## src/rtl/rng_pkg.sv

```systemverilog
// Shared constants and FSM state type for the range-limited RNG.
package rng_pkg;
  localparam logic [31:0] TAPS_DEF = 32'h80200003;  // x^32+x^22+x^2+x+1
  localparam logic [31:0] SEED_DEF = 32'hACE12468;

  typedef enum logic {SEARCH = 1'b0, HOLD = 1'b1} fsm_t;
endpackage

```

## src/rtl/rng_range_if.sv

```systemverilog
// Reseed/limit controls and valid/ready result stream of the RNG.
interface rng_range_if #(
  parameter int OUT_W  = 12,
  parameter int LFSR_W = 32
);
  logic              seed_load;
  logic [LFSR_W-1:0] seed_in;
  logic [OUT_W-1:0]  limit;
  logic              rand_ready;
  logic              rand_valid;
  logic [OUT_W-1:0]  rand_value;

  modport master (
    input  seed_load, seed_in, limit, rand_ready,
    output rand_valid, rand_value
  );
  modport slave (
    output seed_load, seed_in, limit, rand_ready,
    input  rand_valid, rand_value
  );
endinterface

```

## src/rtl/rng_range_lfsr_galois.sv

```systemverilog
// Right-shifting Galois LFSR: state register plus combinational next-state.
module lfsr_galois
  import rng_pkg::*;
#(
  parameter int                LFSR_W       = 32,
  parameter logic [LFSR_W-1:0] TAPS         = LFSR_W'(TAPS_DEF),
  parameter logic [LFSR_W-1:0] SEED_DEFAULT = LFSR_W'(SEED_DEF)
) (
  input  logic              clk,
  input  logic              rst,
  input  logic              load,
  input  logic [LFSR_W-1:0] load_val,
  output logic [LFSR_W-1:0] state,
  output logic [LFSR_W-1:0] next
);
  assign next = (state >> 1) ^ (state[0] ? TAPS : '0);

  always_ff @(posedge clk or posedge rst) begin
    if (rst)       state <= SEED_DEFAULT;
    else if (load) state <= load_val;
    else           state <= next;
  end
endmodule

```

## src/rtl/rng_range.sv

```systemverilog
// Free-running LFSR feeding a rejection sampler; delivers uniform values in [0, limit).
module rng_range
  import rng_pkg::*;
#(
  parameter int                OUT_W        = 12,
  parameter int                LFSR_W       = 32,
  parameter logic [LFSR_W-1:0] TAPS         = LFSR_W'(TAPS_DEF),
  parameter logic [LFSR_W-1:0] SEED_DEFAULT = LFSR_W'(SEED_DEF)
) (
  input logic          clk,
  input logic          rst,
  rng_range_if.master  bus
);
  logic [LFSR_W-1:0] lfsr_q, lfsr_nxt, load_val;
  logic [OUT_W-1:0]  cand, rand_q, rand_d;
  logic              accept, valid_q, valid_d;
  fsm_t              state_q, state_d;

  // An all-zero seed would lock the LFSR, so fall back to the default seed.
  assign load_val = (bus.seed_in == '0) ? SEED_DEFAULT : bus.seed_in;

  lfsr_galois #(
    .LFSR_W(LFSR_W), .TAPS(TAPS), .SEED_DEFAULT(SEED_DEFAULT)
  ) u_lfsr (
    .clk(clk), .rst(rst), .load(bus.seed_load), .load_val(load_val),
    .state(lfsr_q), .next(lfsr_nxt)
  );

  // Only the low candidate bits are consumed; the rest just keep the LFSR period.
  logic unused_bits;
  assign unused_bits = ^{lfsr_q, lfsr_nxt};

  assign cand   = lfsr_nxt[OUT_W-1:0];
  assign accept = (bus.limit == '0) || (cand < bus.limit);

  always_comb begin
    state_d = state_q;
    valid_d = valid_q;
    rand_d  = rand_q;
    if (bus.seed_load) begin
      // Reseed drops any held value, even one being handshaken this cycle.
      state_d = SEARCH;
      valid_d = 1'b0;
    end else begin
      case (state_q)
        SEARCH: if (accept) begin
          rand_d  = cand;
          valid_d = 1'b1;
          state_d = HOLD;
        end
        HOLD: if (bus.rand_ready) begin
          valid_d = 1'b0;
          state_d = SEARCH;
        end
        default: state_d = SEARCH;
      endcase
    end
  end

  always_ff @(posedge clk or posedge rst) begin
    if (rst) begin
      state_q <= SEARCH;
      valid_q <= 1'b0;
      rand_q  <= '0;
    end else begin
      state_q <= state_d;
      valid_q <= valid_d;
      rand_q  <= rand_d;
    end
  end

  assign bus.rand_valid = valid_q;
  assign bus.rand_value = rand_q;
endmodule

```

## src/flat_wrapper.sv

```systemverilog
// flat-port wrapper written by rule: the top's interface ports become plain ports
module rng_range_flat import rng_pkg::*;
#(
  parameter int                OUT_W        = 12,
  parameter int                LFSR_W       = 32,
  parameter logic [LFSR_W-1:0] TAPS         = LFSR_W'(TAPS_DEF),
  parameter logic [LFSR_W-1:0] SEED_DEFAULT = LFSR_W'(SEED_DEF)
)
  (clk, rst, bus_seed_load, bus_seed_in, bus_limit, bus_rand_ready, bus_rand_valid, bus_rand_value);
  rng_range_if #(.OUT_W(OUT_W), .LFSR_W(LFSR_W)) bus_i ();
  input logic clk;
  input logic rst;
  input wire logic [$bits(bus_i.seed_load)-1:0] bus_seed_load;
  input wire logic [$bits(bus_i.seed_in)-1:0] bus_seed_in;
  input wire logic [$bits(bus_i.limit)-1:0] bus_limit;
  input wire logic [$bits(bus_i.rand_ready)-1:0] bus_rand_ready;
  output wire logic [$bits(bus_i.rand_valid)-1:0] bus_rand_valid;
  output wire logic [$bits(bus_i.rand_value)-1:0] bus_rand_value;
  assign bus_i.seed_load = bus_seed_load;
  assign bus_i.seed_in = bus_seed_in;
  assign bus_i.limit = bus_limit;
  assign bus_i.rand_ready = bus_rand_ready;
  assign bus_rand_valid = bus_i.rand_valid;
  assign bus_rand_value = bus_i.rand_value;
  rng_range #(.OUT_W(OUT_W), .LFSR_W(LFSR_W), .TAPS(TAPS), .SEED_DEFAULT(SEED_DEFAULT)) u_core (.clk(clk), .rst(rst), .bus(bus_i));
endmodule
```

## config.mk

```make
export PLATFORM = sky130hd
export DESIGN_NAME = rng_range_flat
export DESIGN_NICKNAME = d
export VERILOG_FILES = /design/src/rtl/rng_pkg.sv /design/src/rtl/rng_range_if.sv /design/src/rtl/rng_range_lfsr_galois.sv /design/src/rtl/rng_range.sv /design/src/flat_wrapper.sv
export SDC_FILE = /design/constraint.sdc
export NUM_CORES = 1
export LEC_CHECK = 0
export BUFFER_PORTS_ARGS = -buffer_cell sky130_fd_sc_hd__buf_2
export CORE_MARGIN = 2
export CORE_UTILIZATION = 53
export CTS_CLUSTER_DIAMETER = 100
export DETAILED_ROUTE_END_ITERATION = 12
export PLACE_DENSITY = 0.87
export RECOVER_POWER = 50
export SYNTH_ARGS = -nofsm -noshare
export SYNTH_HDL_FRONTEND = slang
export SYNTH_SLANG_ARGS = --single-unit
```

## constraint.sdc

```tcl
create_clock -name clk -period 2.9 [get_ports clk]
set_input_delay 0.29 -clock clk [delete_from_list [all_inputs] [get_ports clk]]
set_output_delay 0.29 -clock clk [all_outputs]
set_load 0.03 [all_outputs]
```

### Word-level counts from Yosys, hierarchy flattened

Index checks and enable logic that the tools add are counted.

| word-level totals | value |
|---|---|
| flip-flop bits (word level) | 46 |
| input port bits | 48 |
| logic and storage cells | 26 |

| cells by class | value |
|---|---|
| magnitude comparators | 1 |
| eq/ne operators | 2 |
| mux-type cells | 11 |
| bitwise gates (word level) | 3 |
| reductions and logical operators | 5 |

Operators by type and width:

| kind | number |
|---|---|
| two-way mux 32 bit | 3 |
| zero test 32 bit | 1 |
| XOR 31 x 32 -> 32 bit | 1 |
| zero test 12 bit | 1 |
| less-than comparator 12 bit | 1 |
| two-way mux 1 bit | 6 |
| case mux 1 bit (2 select lines) | 2 |
| inequality test 3 x 2 -> 1 bit (second input constant) | 1 |
| inequality test 3 bit (second input constant) | 1 |
| AND reduction 3 bit | 1 |
| inverter 1 bit | 2 |
| AND reduction 2 bit | 1 |
| logical OR 1 bit | 1 |

### Logic depth before layout (Yosys ltp)

| logic depth | value |
|---|---|
| depth after elaboration | 7 |
| mapped depth | 9 |

### Cells and area by module

From an unflattened synthesis, not the netlist that was laid out.

| unflattened totals | value |
|---|---|
| cell total of the unflattened synthesis | 297 |
| area, all modules | 3006.6 µm² |

Modules (own cells, without submodules):

| module | instances | cells an instance | area each (µm²) | seq. area each (µm²) |
|---|---|---|---|---|
| lfsr_galois | 1 | 101 | 1609.0 | 817.0 |
| rng_range | 1 | 196 | 1397.6 | 350.3 |

### Worst setup path before layout

OpenSTA, ideal clock, no wires.

| timing path | value |
|---|---|
| kind | register -> register |
| start | register u_core.u_lfsr.state[0] |
| end | register u_core.rand_q[10], in the netlist u_core.bus.rand_value[10] |
| arrival | 2041 ps |
| required time | 2774 ps |
| slack | 733 ps |
| stages on the path, launching flop included | 10 |
| clock period less this slack | 2167 ps |
| cell sequence | dfrtp_1 xor2_1 ha_1 o211ai_1 nand3b_1 and3_1 buf_6 buf_8 a31o_1 a311o_1 |

| between the ends | value |
|---|---|
| cells in the longest elaborated chain, start to end | 5 |

Ends and longest elaborated chain:

| element | line | source |
|---|---|---|
| start: declaration | rng_range_lfsr_galois.sv:13 | `output logic [LFSR_W-1:0] state,` |
| start signal: assignment | rng_range_lfsr_galois.sv:20 | `else if (load) state <= load_val;` |
| start signal: assignment | rng_range_lfsr_galois.sv:21 | `else state <= next;` |
| two-way mux 32 bit | rng_range_lfsr_galois.sv:16 | `assign next = (state >> 1) ^ (state[0] ? TAPS : '0);` |
| XOR 31 x 32 -> 32 bit | rng_range_lfsr_galois.sv:16 |  |
| net u_core.lfsr_nxt[1] | rng_range.sv:14 | `logic [LFSR_W-1:0] lfsr_q, lfsr_nxt, load_val;` |
| less-than comparator 12 bit | rng_range.sv:34 | `assign accept = (bus.limit == '0) \|\| (cand < bus.limit);` |
| logical OR 1 bit | rng_range.sv:34 |  |
| AND reduction 3 bit (no line) | - |  |
| end signal: assignment | rng_range.sv:68 | `rand_q <= rand_d;` |
| end: declaration | rng_range.sv:15 | `logic [OUT_W-1:0] cand, rand_q, rand_d;` |

The timed path passes the listed nets, and every way through them passes these cells.
A chain may end at the register's enable or synchronous reset.

### Final worst setup path

| timing path | value |
|---|---|
| start | register u_core.u_lfsr.state[12] |
| end | register u_core.rand_q[9], in the netlist u_core.bus.rand_value[9] |

| between the ends | value |
|---|---|
| cells in the longest elaborated chain, start to end | 4 |

Ends and longest elaborated chain:

| element | line |
|---|---|
| XOR 31 x 32 -> 32 bit | rng_range_lfsr_galois.sv:16 |
| less-than comparator 12 bit | rng_range.sv:34 |
| logical OR 1 bit | rng_range.sv:34 |
| AND reduction 3 bit (no line) | - |

Every way passes these cells.

==> impl_metrics.ini <==
[clocking]
ctsHtreeMaxLevel = 2
clock-sinks = 46
cts_tree = yes
cts_resized = 0
cts_buffer_depth = 2
clk_pin_slew_ns = 0.08
insertion_delay_ns = 0.29
post-cts-setup-buffers = 0
cts_hold_buf = 0
cts_buffers = 5
clockRootBuffer = clkbuf_8

[worst_hold_path]
hold_depth = 2
hold_class = primary input to register
hold_end = u_core.u_lfsr.state[11]
hold_start = bus_seed_in[11]

[power]
power_frac_clock_pct = 22.2
internal_power_uw = 1360
combPwrFrac_pct = 34.5
power_density_nw_per_um2 = 705
switching_power_uw = 729
leakage_uw = 0.00133
p_sw_share_pct = 34.8
seqPwrFrac_pct = 43.3
ir_worst_vdd_mv = 0.380

[worst_setup_path]
critPathMaxStageDelay_ns = 0.76
crit_path_cell_trace = ha_1 -> nand4_1 -> nor3_1 -> and3_1 -> nor3_1 -> a311o_1
crit_family = simple AND/OR/NAND/NOR gates
regToRegStartpoint = u_core.u_lfsr.state[12]
endpoint_kind = register
reg2regPathDepth = 6
r2r_setup_slack_ns = 0.31
arrival_ns = 2.78
slowest_stage = and3_1
crit_fanout = 24
path_buf_inv = 0
cp-start-kind = register
cp_common_cell = nor3_1
critPathKind = register to register
required_ns = 3.08
rr_endpoint = u_core.bus.rand_value[9]

[global_route]
grt_pass1_wl_um = 9520
grt_max_degree = 48
track_usage_pct = 23.1
grt_pass1_vias = 2097
antenna_found_initial = 0
grt-ovfl-total = 0

[synthesis]
ys_ff_latch = 46
synth_edf_count = 0
syn_avg_cell_area_um2 = 10.3
synth_top_area_share_pct = 31.7
ys_seq_area_share_pct = 44.9
synthTopCellsByArea = dfrtp_1 (32%), dfstp_2 (13%), mux2_2 (7.8%)
yosysUniqueCellTypes = 37
syn_nets = 311
synthCells = 252
yosys_warnings = 0
yosys.area.top_type = dfrtp_1
async_flop_share_pct = 100
ys.flop_type = dfrtp_1
syn_area_um2 = 2600

[die]
start_util_pct = 55.1
die_x_um = 74.1
die-area_um2 = 5480
core_um2 = 4720
io_pins = 61
rows = 25
die_y_um = 74.1

[finish]
syn_to_final_growth_pct = 14.1
fill_cells = 411
drive_gt1_share_pct = 34.2
final_cells = 374
regArea_um2 = 1170
layout_commonest_cell = buf_2
nets = 365
multi_input_area_um2 = 1240
antennaDiodeCount = 0
fin_area_um2 = 2970
mostFrequentLayoutCells = buf_2 (59), dfrtp_1 (33), nor2_1 (31)
fin_util_pct = 62.8

[status]
violations = max-capacitance violations, max-slew violations
status = complete, but fails checks

[placement]
dp_cells = 366
place_hpwl_um = 4110
port-buffer-count = 60
gp_congestion = 0.815
post_dp_cell_area_um2 = 2870

[timing]
hold_viol = 0
max_freq_ghz = 0.385
setup_viol_count_final = 0
slew-limit-headroom_pct = -60.2
period_minus_slack_ns = 2.59
skew_ns = 0.00456
tns_ns = 0
period_share_pct = 89.5
drv_slew = 95
rsz0062_at_grt = no
hold_ws_ns = 0.240
worstMarginPinSlew_ns = 2.40

[drt]
firstDrtPassIters = 4
wl_per_cell_um = 15.1
via_per_inst = 5.73
final_antenna_net_count = 0
via_count = 2142
drt_iter0_drc = 140
wl_um = 5650
drc = 0

[flow_run]
maxCapViolCount = 2
[power by group through the flow]
| stage | combinational, µW | clock (µW) | sequential, µW |
|---|---|---|---|
| global placement | 696 | 0 | 909 |
| finish | 722 | 465 | 905 |
| CTS | 725 | 480 | 903 |
| global route | 793 | 505 | 924 |
| detailed placement | 721 | 0 | 914 |
| floorplan | 389 | 0 | 1050 |
[layer usage]
layer	share of wire, %	up-vias	track usage, %	wire length (µm)
met5	0	-	0	0
met4	1.8	0	7.88	99
met3	7.2	9	6.50	407
met2	49	79	40.2	2800
met1	42	1023	27.5	2350
li1	-	1031	-	-
[kinds of logic (layout without fill, tap and decap cells)]
group,after synthesis,in the layout,synth area share (%)
and+or+nand+nor,82,82,14.9
buffers and inverters,31,86,7.60
muxes,21,21,8.95
AOI/OAI and AO/OA,58,58,17.1
adders and majority gates,11,11,5.29
xor gates and xnor gates,3,3,1.30
DFF,46,46,44.9
[synthesized netlist by cell type, drive strengths merged (2+ instances only)]
master   count
nor4        11
dfrtp       33
mux2        18
inv         14
o211ai       2
nor3        13
and2         2
dfstp       13
buf          8
clkbuf       9
o2bb2ai     10
nand2       16
ha          11
a31o        10
mux2i        3
xor2         2
a221oi       2
a21oi       16
nor2        31
nand4        4
o21ai        2
a21o         2
a311o       10
[flip-flops by register name, indices dropped and copies added, names as in the netlist]
| register | flops |
|---|---|
| u_core.bus.rand_value | 12 |
| u_core.state_q | 1 |
| u_core.u_lfsr.state | 32 |
| u_core.bus.rand_valid | 1 |
[final cells by class]
type,instances,area share [%]
inverter,14,1.77
tap,67,2.82
timing repair buffer,64,10.8
sequential,46,39.3
multi-input combinational,175,41.7
clock buffer,7,2.57
clock inverter,1,1.01
[how the worst max path moves through the flow]
| stage | startpoint | end | slack (ns) | cells past startpoint |
|---|---|---|---|---|
| floorplan | u_core.u_lfsr.state[0] | u_core.bus.rand_value[10] | 0.73 | 9 |
| global placement | u_core.u_lfsr.state[0] | u_core.bus.rand_value[2] | 0.44 | 7 |
| detailed placement | u_core.u_lfsr.state[0] | u_core.bus.rand_value[5] | 0.32 | 7 |
| CTS | u_core.u_lfsr.state[0] | u_core.bus.rand_value[5] | 0.31 | 7 |
| global route | rst | u_core.bus.rand_value[1] | 0.08 | 3 |
| finish | u_core.u_lfsr.state[12] | u_core.bus.rand_value[9] | 0.31 | 6 |
[stage by stage]
stage	power, µW	setup slack [ns]
floorplan	1440	0.733
global placement	1600	0.445
detailed placement	1640	0.324
CTS	2110	0.310
global route	2220	0.0794
finish	2090	0.305
(Power assumes the default switching activity.)
